[config.mk]
export PLATFORM = sky130hd
export DESIGN_NAME = mem_bist
export DESIGN_NICKNAME = d
export VERILOG_FILES = /design/src/rtl/mem_bist_pkg.sv /design/src/rtl/mem_bist_addr_gen.sv /design/src/rtl/mem_bist.sv
export SDC_FILE = /design/constraint.sdc
export NUM_CORES = 1
export LEC_CHECK = 0
export CAP_MARGIN = 20
export CORE_MARGIN = 2
export CORE_UTILIZATION = 40
export CTS_BUF_LIST = sky130_fd_sc_hd__clkbuf_8
export DETAILED_ROUTE_END_ITERATION = 7
export PLACE_DENSITY = 0.72
export SYNTH_ARGS = -nofsm -noshare
export SYNTH_HDL_FRONTEND = slang
export SYNTH_SLANG_ARGS = --single-unit
export TNS_END_PERCENT = 20
[constraint.sdc]
create_clock -name clk -period 2.9 [get_ports clk]
set_clock_uncertainty 0.1 [all_clocks]
set_input_delay 0.58 -clock clk [delete_from_list [all_inputs] [get_ports clk]]
set_output_delay 0.58 -clock clk [all_outputs]
set_load 0.1 [all_outputs]
[src/rtl/mem_bist_pkg.sv]
// mem_bist shared types: FSM states, default geometry, counter width.
// Optional early-stop build: MEM_BIST_STOP_ON_FAIL_EN.
package mem_bist_pkg;
  localparam int MEM_ADDR_W = 10;
  localparam int MEM_DATA_W = 8;
  localparam int ERR_CNT_W  = 8;

  typedef enum logic [2:0] {
    S_IDLE,
    S_W_UP,
    S_RW_UP_R,
    S_RW_UP_W,
    S_R_DN,
    S_DONE
  } state_t;

  function automatic logic [ERR_CNT_W-1:0] sat_inc(
    input logic [ERR_CNT_W-1:0] v
  );
    return (&v) ? v : v + ERR_CNT_W'(1);
  endfunction
endpackage

[src/rtl/mem_bist_addr_gen.sv]
// Loadable up/down address counter with terminal flags.
// Priority: load, then increment, then decrement.
module mem_bist_addr_gen
  import mem_bist_pkg::*;
#(
  parameter int ADDR_W = MEM_ADDR_W
) (
  input  logic              clk,
  input  logic              rst,
  input  logic              i_load,
  input  logic [ADDR_W-1:0] i_load_val,
  input  logic              i_inc,
  input  logic              i_dec,
  output logic [ADDR_W-1:0] o_addr,
  output logic              o_at_max,
  output logic              o_at_zero
);
  logic [ADDR_W-1:0] r_addr;

  always_ff @(posedge clk) begin
    if (rst) begin
      r_addr <= '0;
    end else if (i_load) begin
      r_addr <= i_load_val;
    end else if (i_inc) begin
      r_addr <= r_addr + ADDR_W'(1);
    end else if (i_dec) begin
      r_addr <= r_addr - ADDR_W'(1);
    end
  end

  assign o_addr    = r_addr;
  assign o_at_max  = &r_addr;
  assign o_at_zero = ~|r_addr;
endmodule

[src/rtl/mem_bist.sv]
// Three-element March BIST sequencer with first-fail capture.
// MEM_BIST_STOP_ON_FAIL_EN: end the test on the first mismatch.
module mem_bist
  import mem_bist_pkg::*;
#(
  parameter int ADDR_W = MEM_ADDR_W,
  parameter int DATA_W = MEM_DATA_W
) (
  input  logic                 clk,
  input  logic                 rst,
  input  logic                 start,
  input  logic [DATA_W-1:0]    pattern,
  output logic                 busy,
  output logic                 done,
  output logic                 pass,
  output logic [ERR_CNT_W-1:0] err_cnt,
  output logic [ADDR_W-1:0]    fail_addr,
  output logic [DATA_W-1:0]    fail_exp,
  output logic [DATA_W-1:0]    fail_act,
  output logic                 wen,
  output logic [ADDR_W-1:0]    addr,
  output logic [DATA_W-1:0]    wdata,
  input  logic [DATA_W-1:0]    rdata
);
  state_t                r_state;
  logic [DATA_W-1:0]     r_pat;
  logic [DATA_W-1:0]     r_wdata;
  logic                  r_pass;
  logic [ERR_CNT_W-1:0]  r_err;
  logic [ADDR_W-1:0]     r_fa;
  logic [DATA_W-1:0]     r_fe;
  logic [DATA_W-1:0]     r_fact;

  logic [ADDR_W-1:0]     w_addr;
  logic                  w_at_max;
  logic                  w_at_zero;
  logic                  w_ld;
  logic                  w_inc;
  logic                  w_dec;
  logic                  w_rd;
  logic [DATA_W-1:0]     w_exp;
  logic                  w_mis;
  logic                  w_stop;
  logic [ERR_CNT_W-1:0]  w_err_nxt;

  assign w_rd  = (r_state == S_RW_UP_R) || (r_state == S_R_DN);
  assign w_exp = (r_state == S_R_DN) ? ~r_pat : r_pat;
  assign w_mis = w_rd && (rdata != w_exp);
  assign w_err_nxt = w_mis ? sat_inc(r_err) : r_err;

`ifdef MEM_BIST_STOP_ON_FAIL_EN
  assign w_stop = w_mis;
`else
  assign w_stop = 1'b0;
`endif

  // RW_UP_W at max falls into R_DN with the address already at max.
  always_comb begin
    w_ld  = 1'b0;
    w_inc = 1'b0;
    w_dec = 1'b0;
    case (r_state)
      S_IDLE:    w_ld = start;
      S_W_UP: begin
        w_ld  = w_at_max;
        w_inc = !w_at_max;
      end
      S_RW_UP_W: w_inc = !w_at_max;
      S_R_DN:    w_dec = !w_at_zero && !w_stop;
      default: ;
    endcase
  end

  mem_bist_addr_gen #(.ADDR_W(ADDR_W)) u_addr_gen (
    .clk        (clk),
    .rst        (rst),
    .i_load     (w_ld),
    .i_load_val ('0),
    .i_inc      (w_inc),
    .i_dec      (w_dec),
    .o_addr     (w_addr),
    .o_at_max   (w_at_max),
    .o_at_zero  (w_at_zero)
  );

  always_ff @(posedge clk) begin
    if (rst) begin
      r_state <= S_IDLE;
      r_pat   <= '0;
      r_wdata <= '0;
      r_pass  <= 1'b0;
      r_err   <= '0;
      r_fa    <= '0;
      r_fe    <= '0;
      r_fact  <= '0;
    end else begin
      if (w_mis) begin
        r_err <= w_err_nxt;
        if (r_err == '0) begin
          r_fa   <= w_addr;
          r_fe   <= w_exp;
          r_fact <= rdata;
        end
      end
      case (r_state)
        S_IDLE: begin
          if (start) begin
            r_state <= S_W_UP;
            r_pat   <= pattern;
            r_wdata <= pattern;
            r_pass  <= 1'b0;
            r_err   <= '0;
            r_fa    <= '0;
            r_fe    <= '0;
            r_fact  <= '0;
          end
        end
        S_W_UP: begin
          if (w_at_max) r_state <= S_RW_UP_R;
        end
        S_RW_UP_R: begin
          if (w_stop) begin
            r_state <= S_DONE;
            r_pass  <= (w_err_nxt == '0);
          end else begin
            r_state <= S_RW_UP_W;
            r_wdata <= ~r_pat;
          end
        end
        S_RW_UP_W: begin
          r_state <= w_at_max ? S_R_DN : S_RW_UP_R;
        end
        S_R_DN: begin
          if (w_at_zero || w_stop) begin
            r_state <= S_DONE;
            r_pass  <= (w_err_nxt == '0);
          end
        end
        S_DONE:  r_state <= S_IDLE;
        default: r_state <= S_IDLE;
      endcase
    end
  end

  assign busy = (r_state == S_W_UP) || (r_state == S_RW_UP_R) ||
                (r_state == S_RW_UP_W) || (r_state == S_R_DN);
  assign done = (r_state == S_DONE);
  assign wen  = (r_state == S_W_UP) || (r_state == S_RW_UP_W);
  assign addr      = w_addr;
  assign wdata     = r_wdata;
  assign pass      = r_pass;
  assign err_cnt   = r_err;
  assign fail_addr = r_fa;
  assign fail_exp  = r_fe;
  assign fail_act  = r_fact;
endmodule

## Yosys cells after proc, flatten, opt, wreduce, memory -nomap -nowiden

Index checks and enable logic that the tools add are counted.

| cells by class | value |
|---|---|
| muxes and demuxes | 33 |
| bitwise operators | 1 |
| reductions and logical operators | 22 |
| eq/ne operators | 9 |
| $add $sub $neg | 3 |

Operator list:

| kind | count |
|---|---|
| $mux 8 | 15 |
| $mux 10 | 6 |
| $logic_not 8->1 | 2 |
| $pmux 8 s2 | 1 |
| $pmux 3 s5 | 1 |
| $mux 3 | 4 |
| $add 10x1->10 const B | 1 |
| $reduce_and 10->1 | 1 |
| $reduce_or 10->1 | 1 |
| $sub 10x1->10 const B | 1 |
| $add 8x1->8 const B | 1 |
| $ne 8x8->1 | 1 |
| $not 8->8 | 1 |
| $reduce_and 8->1 | 1 |
| $eq 3x2->1 const B | 2 |
| $eq 3x3->1 const B | 2 |
| $ne 2x2->1 const B | 3 |
| $reduce_and 3->1 | 2 |
| $reduce_bool 2->1 | 3 |
| $logic_or 1x1->1 | 5 |
| $mux 1 | 4 |
| $pmux 1 s2 | 2 |
| $reduce_and 2->1 | 2 |
| $reduce_or 2->1 | 2 |
| 4 further kinds | 4 |

| storage, ports and cells | value |
|---|---|
| output and inout port bits | 56 |
| word-level logic and storage cells | 77 |
| register bits | 64 |

## Logic depth before layout (Yosys ltp)

| depth | value |
|---|---|
| word-level depth | 8 |
| depth in mapped cells | 13 |

## Modules after synthesis

A second synthesis with hierarchy kept.

| second synthesis, totals | value |
|---|---|
| cells, all modules | 394 |
| area total of the unflattened synthesis | 3397.0 um^2 |

Modules (own cells, without submodules):

| module | area each (um^2) | instances | sequential area each (um^2) | cells an instance |
|---|---|---|---|---|
| mem_bist | 2532.4 | 1 | 1081.0 | 281 |
| mem_bist_addr_gen | 864.6 | 1 | 200.2 | 113 |

## Worst setup path after synthesis

Ideal clock, no wire load.

| path | value |
|---|---|
| kind | reg2reg |
| start point | register r_state[0] |
| end point | register u_addr_gen.r_addr[9], in the netlist u_addr_gen.o_addr[9] |
| clock period less this slack | 4535 ps |
| path slack | -1635 ps |
| arrival | 4298 ps |
| library setup time | 137 ps |
| path buffers | 1 |
| required time | 2663 ps |
| cell stages (with the launch flop) | 13 |
| path through | dfxtp_1 -> buf_2 -> nor2b_1 -> nand2b_1 -> ha_1 -> and3_1 -> a221o_1 -> nor4_1 -> nor3_1 -> a31oi_1 -> mux2i_1 -> xnor2_1 -> nor2_1 |

| on the way | value |
|---|---|
| longest elaborated chain between the ends | 4 |

RTL lines:

| element | line | source |
|---|---|---|
| start: declaration | mem_bist.sv:25 | `state_t r_state;` |
| start signal: assignment | mem_bist.sv:131 | `r_state <= w_at_max ? S_R_DN : S_RW_UP_R;` |
| $eq 3x1->1 or $eq 3x2->1 (tied branches) | mem_bist.sv:62 | `case (r_state)` |
| $reduce_or 2->1 (no source line) | - |  |
| $mux 1 | - |  |
| $mux 10 or $reduce_bool 2->1 (tied branches) | - |  |
| end signal: assignment | mem_bist_addr_gen.sv:24 | `r_addr <= i_load_val;` |
| end signal: assignment | mem_bist_addr_gen.sv:26 | `r_addr <= r_addr + ADDR_W'(1);` |
| end signal: assignment | mem_bist_addr_gen.sv:28 | `r_addr <= r_addr - ADDR_W'(1);` |
| end: declaration | mem_bist_addr_gen.sv:18 | `logic [ADDR_W-1:0] r_addr;` |

Several ways; a longest one is shown, not always the timed one.
A chain may end at the register's enable or synchronous reset.

## Final worst setup path

| path | value |
|---|---|
| start point | register u_addr_gen.r_addr[5], in the netlist u_addr_gen.o_addr[5] |
| end point | register u_addr_gen.r_addr[9], in the netlist u_addr_gen.o_addr[9] |

| on the way | value |
|---|---|
| longest elaborated chain between the ends | 4 |

RTL lines:

| element |
|---|
| parallel branches: the longest is 4 deep, another holds $sub 10x1->10 |

Several ways; the timed one is not identified. The select of a mux whose other input is x is not followed.

==> impl_metrics.env <==
export IMPL_cp_end_kind="register"
export IMPL_drtIter0Drc=140
export IMPL_coreArea_um2=7770
export IMPL_synth_async_reset_ratio=0
export IMPL_place_congestion=0.852
export IMPL_cts_buffers=9
export IMPL_finalHoldViolations=0
export IMPL_final_cells=569
export IMPL_start_util=0.416
export IMPL_clk_latency_ns=0.35
export IMPL_min_period_over_period=0.945
export IMPL_synth_area_leader_cell="dfxtp_1"
export IMPL_worst_slack_ns=0.160
export IMPL_port_buffers=74
export IMPL_max_stage_delay_ns=0.38
export IMPL_synth_edf_count=0
export IMPL_worst_path_max_delay_cell="dfxtp_4"
export IMPL_drc=0
export IMPL_syn_num_nets=405
export IMPL_clock_fmax_mhz=365
export IMPL_num_vias=2900
export IMPL_synth_cell_types=43
export IMPL_dieWidth_um=93.9
export IMPL_cp_required_ns=2.99
export IMPL_postSynthCellCount=375
export IMPL_switching_share=0.310
export IMPL_timing_rr_start="u_addr_gen.o_addr[5]"
export IMPL_outcome="complete, no violations"
export IMPL_syn_avg_cell_area_um2=8.61
export IMPL_syn_cell_area_um2=3230
export IMPL_p_per_area_nw_per_um2=523
export IMPL_synth_ff_type="dfxtp_1"
export IMPL_post_route_min_period_ns=2.74
export IMPL_antenna_found_initial=0
export IMPL_drive_gt1_frac=0.266
export IMPL_critical_path_cell_chain="nand4_1, nor3_2, nand2b_4, ha_4, and3_1, a221o_1, nor4_2, nor3_1, a31oi_1, mux2i_1, xnor2_1, nor2_1"
export IMPL_yosys_warnings=0
export IMPL_nets=492
export IMPL_maxCapViolCount=0
export IMPL_nFillCells=724
export IMPL_hpwlAfterDp_mm=6.09
export IMPL_avgRoutedWirePerCell_um=14.7
export IMPL_critPathLaunch="u_addr_gen.o_addr[5]"
export IMPL_final_max_slew_violation_count=0
export IMPL_grt_pass1_vias=2772
export IMPL_timing_slew_headroom=0.446
export IMPL_rsz0062_at_grt="yes"
export IMPL_ys_top_cells_by_area="dfxtp_1 40%, mux2i_1 7.7%, nor2_1 7.4%, xnor2_1 6.5%, nand2_1 4.3%"
export IMPL_cts_sinks=64
export IMPL_design_die_area_um2=8810
export IMPL_switchingPower_w=0.000711
export IMPL_cts_htree_levels=3
export IMPL_root_buffer="clkbuf_8"
export IMPL_worst_slew_pin_slew_ns=0.825
export IMPL_start_kind="register"
export IMPL_dp_cells=553
export IMPL_grt_overflow_total=0
export IMPL_intPower_w=0.00158
export IMPL_grt_start_max_net_pins=28
export IMPL_cts_tree="done"
export IMPL_setup_viol=0
export IMPL_clkTransAtPathRegs_ns=0.07
export IMPL_syn_to_final_growth_pct=35.7
export IMPL_grt_pass1_wl_mm=13.6
export IMPL_postCtsSetupBuffers=0
export IMPL_arrival_ns=2.83
export IMPL_rows=32
export IMPL_worstSetupPathType="reg2reg"
export IMPL_hold_class="reg2reg"
export IMPL_crit_buf_inv=0
export IMPL_diodes=0
export IMPL_viasPerCell=5.10
export IMPL_power_share_clock=0.377
export IMPL_fp_dieH_um=93.9
export IMPL_dr_pass1_iters=4
export IMPL_ys_seq_area_frac=0.397
export IMPL_seqPwrFrac=0.405
export IMPL_leakagePower_nw=1.75
export IMPL_place_ws_ns=0.0756
export IMPL_synth_common_cells="64 x dfxtp_1, 64 x nor2_1, 37 x nand2_1"
export IMPL_routed_wl_mm=8.34
export IMPL_ys_ff_latch=64
export IMPL_crit_family="simple AND/OR/NAND/NOR gates"
export IMPL_grt_util_all_layers=0.197
export IMPL_hp_start="wdata[0]"
export IMPL_cp_max_fo=6
export IMPL_synth_top_area_frac=0.397
export IMPL_clk_path_buf_depth=2
export IMPL_ios=75
export IMPL_vdd_drop_max_uv=317
export IMPL_ant_nets=0
export IMPL_p_comb_frac=0.218
==> cells by family (layout without fill, tap and decap cells) <==
logic type / count (synthesis) / count (layout) / share of synthesized area
simple gates: 157 / 157 / 0.225
flops: 64 / 64 / 0.397
mux: 25 / 25 / 0.0775
compound gates: 60 / 60 / 0.129
xor+xnor: 30 / 30 / 0.0814
fa+ha+maj: 11 / 11 / 0.0449
buf+inv: 28 / 120 / 0.0446
==> flip-flops by register name, summed over array words and instances, names as in the netlist <==
name	flops
fail_addr	10
u_addr_gen.o_addr	10
err_cnt	8
fail_act	8
fail_exp	8
r_pat	8
wdata	8
r_state	3
pass	1
==> final cells by class <==
cell class | instances | area, um2 | area share
clock buffers | 10 | 138 | 0.0314
clock inverters | 6 | 81.3 | 0.0186
inverters | 9 | 33.8 | 0.00771
multi-input cells | 283 | 1890 | 0.431
flip-flops and latches | 64 | 1320 | 0.301
well taps | 102 | 128 | 0.0291
repair buffers | 95 | 796 | 0.182
==> worst reg2reg max path: stages (launching register included) <==
cell and delay [ns]:
dfxtp_4 0.38, nand4_1 0.12, nor3_2 0.16, nand2b_4 0.23, ha_4 0.23, and3_1 0.17
a221o_1 0.34, nor4_2 0.16, nor3_1 0.10, a31oi_1 0.18, mux2i_1 0.24, xnor2_1 0.13
nor2_1 0.05
==> power groups by stage <==
stage               clock network (W)  logic (W)  registers, W
floorplan                           0   0.000233       0.00108
global placement                    0   0.000489      0.000947
detailed placement                  0   0.000495      0.000949
CTS                          0.000883   0.000497      0.000928
global route                 0.000930   0.000538      0.000931
finish                       0.000865   0.000499      0.000929
==> path summary, 6_finish.rpt <==
kind / to / slack (ns) / depth (start not counted)
worst max-delay path: u_addr_gen.o_addr[9] / 0.16 / 12
worst min-delay path: wdata[0] / 0.37 / 2
worst max register to register: u_addr_gen.o_addr[9] / 0.16 / 12
worst min register to register: wdata[0] / 0.37 / 2
==> layer usage <==
metal	track usage	vias to the layer above	wire length (um)
li1	-	1468	-
met1	0.247	1340	3840
met2	0.331	79	3920
met3	0.0457	13	444
met4	0.0676	0	133
met5	0	-	0
==> what timing repair did <==
| action | CTS | global route |
|---|---|---|
| endpoints found under the setup margin | 0 | 4 |
| hold endpoints to repair | 0 | 0 |
| hold buffers | 0 | 0 |
| resized for setup | 0 | 4 |
==> through the flow <==
step / cell area (um2) / utilization / hold WS (ns) / setup TNS [ns] / power (W)
floorplan: 3330 / - / 0.382 / -0.221 / 0.00131
finish: 4380 / 0.564 / 0.375 / 0 / 0.00229
global placement: 4150 / 0.535 / 0.360 / 0 / 0.00144
CTS: 4370 / 0.563 / 0.380 / 0 / 0.00231
global route: 4380 / 0.564 / 0.390 / -0.0644 / 0.00240
detailed placement: 4150 / 0.535 / 0.368 / 0 / 0.00144
==> cell usage in the layout, fill, tap and decap left out, drive strengths merged <==
| cell type | n |
|---|---|
| bufinv | 2 |
| nor2b | 4 |
| nand2 | 37 |
| and3 | 5 |
| xor2 | 6 |
| nor3 | 16 |
| nand2b | 1 |
| o221ai | 1 |
| ha | 10 |
| nor3b | 4 |
| o21ai | 8 |
| or3 | 1 |
| nand4 | 4 |
| mux2i | 25 |
| clkinv | 1 |
| xnor2 | 24 |
| nor2 | 64 |
| o22ai | 1 |
| clkdlybuf4s50 | 18 |
| fa | 1 |
| a31oi | 5 |
| clkbuf | 10 |
| and2 | 1 |
| a21oi | 24 |
| a21boi | 2 |
| buf | 77 |
| nor4b | 2 |
| o21bai | 1 |
| a211oi | 9 |
| or2 | 1 |
| dfxtp | 64 |
| nor4 | 5 |
| a221o | 1 |
| a21o | 6 |
| o311a | 2 |
| inv | 12 |
| nand3 | 10 |
| nand3b | 1 |
| and3b | 1 |
Power figures use the tool's default switching activity.
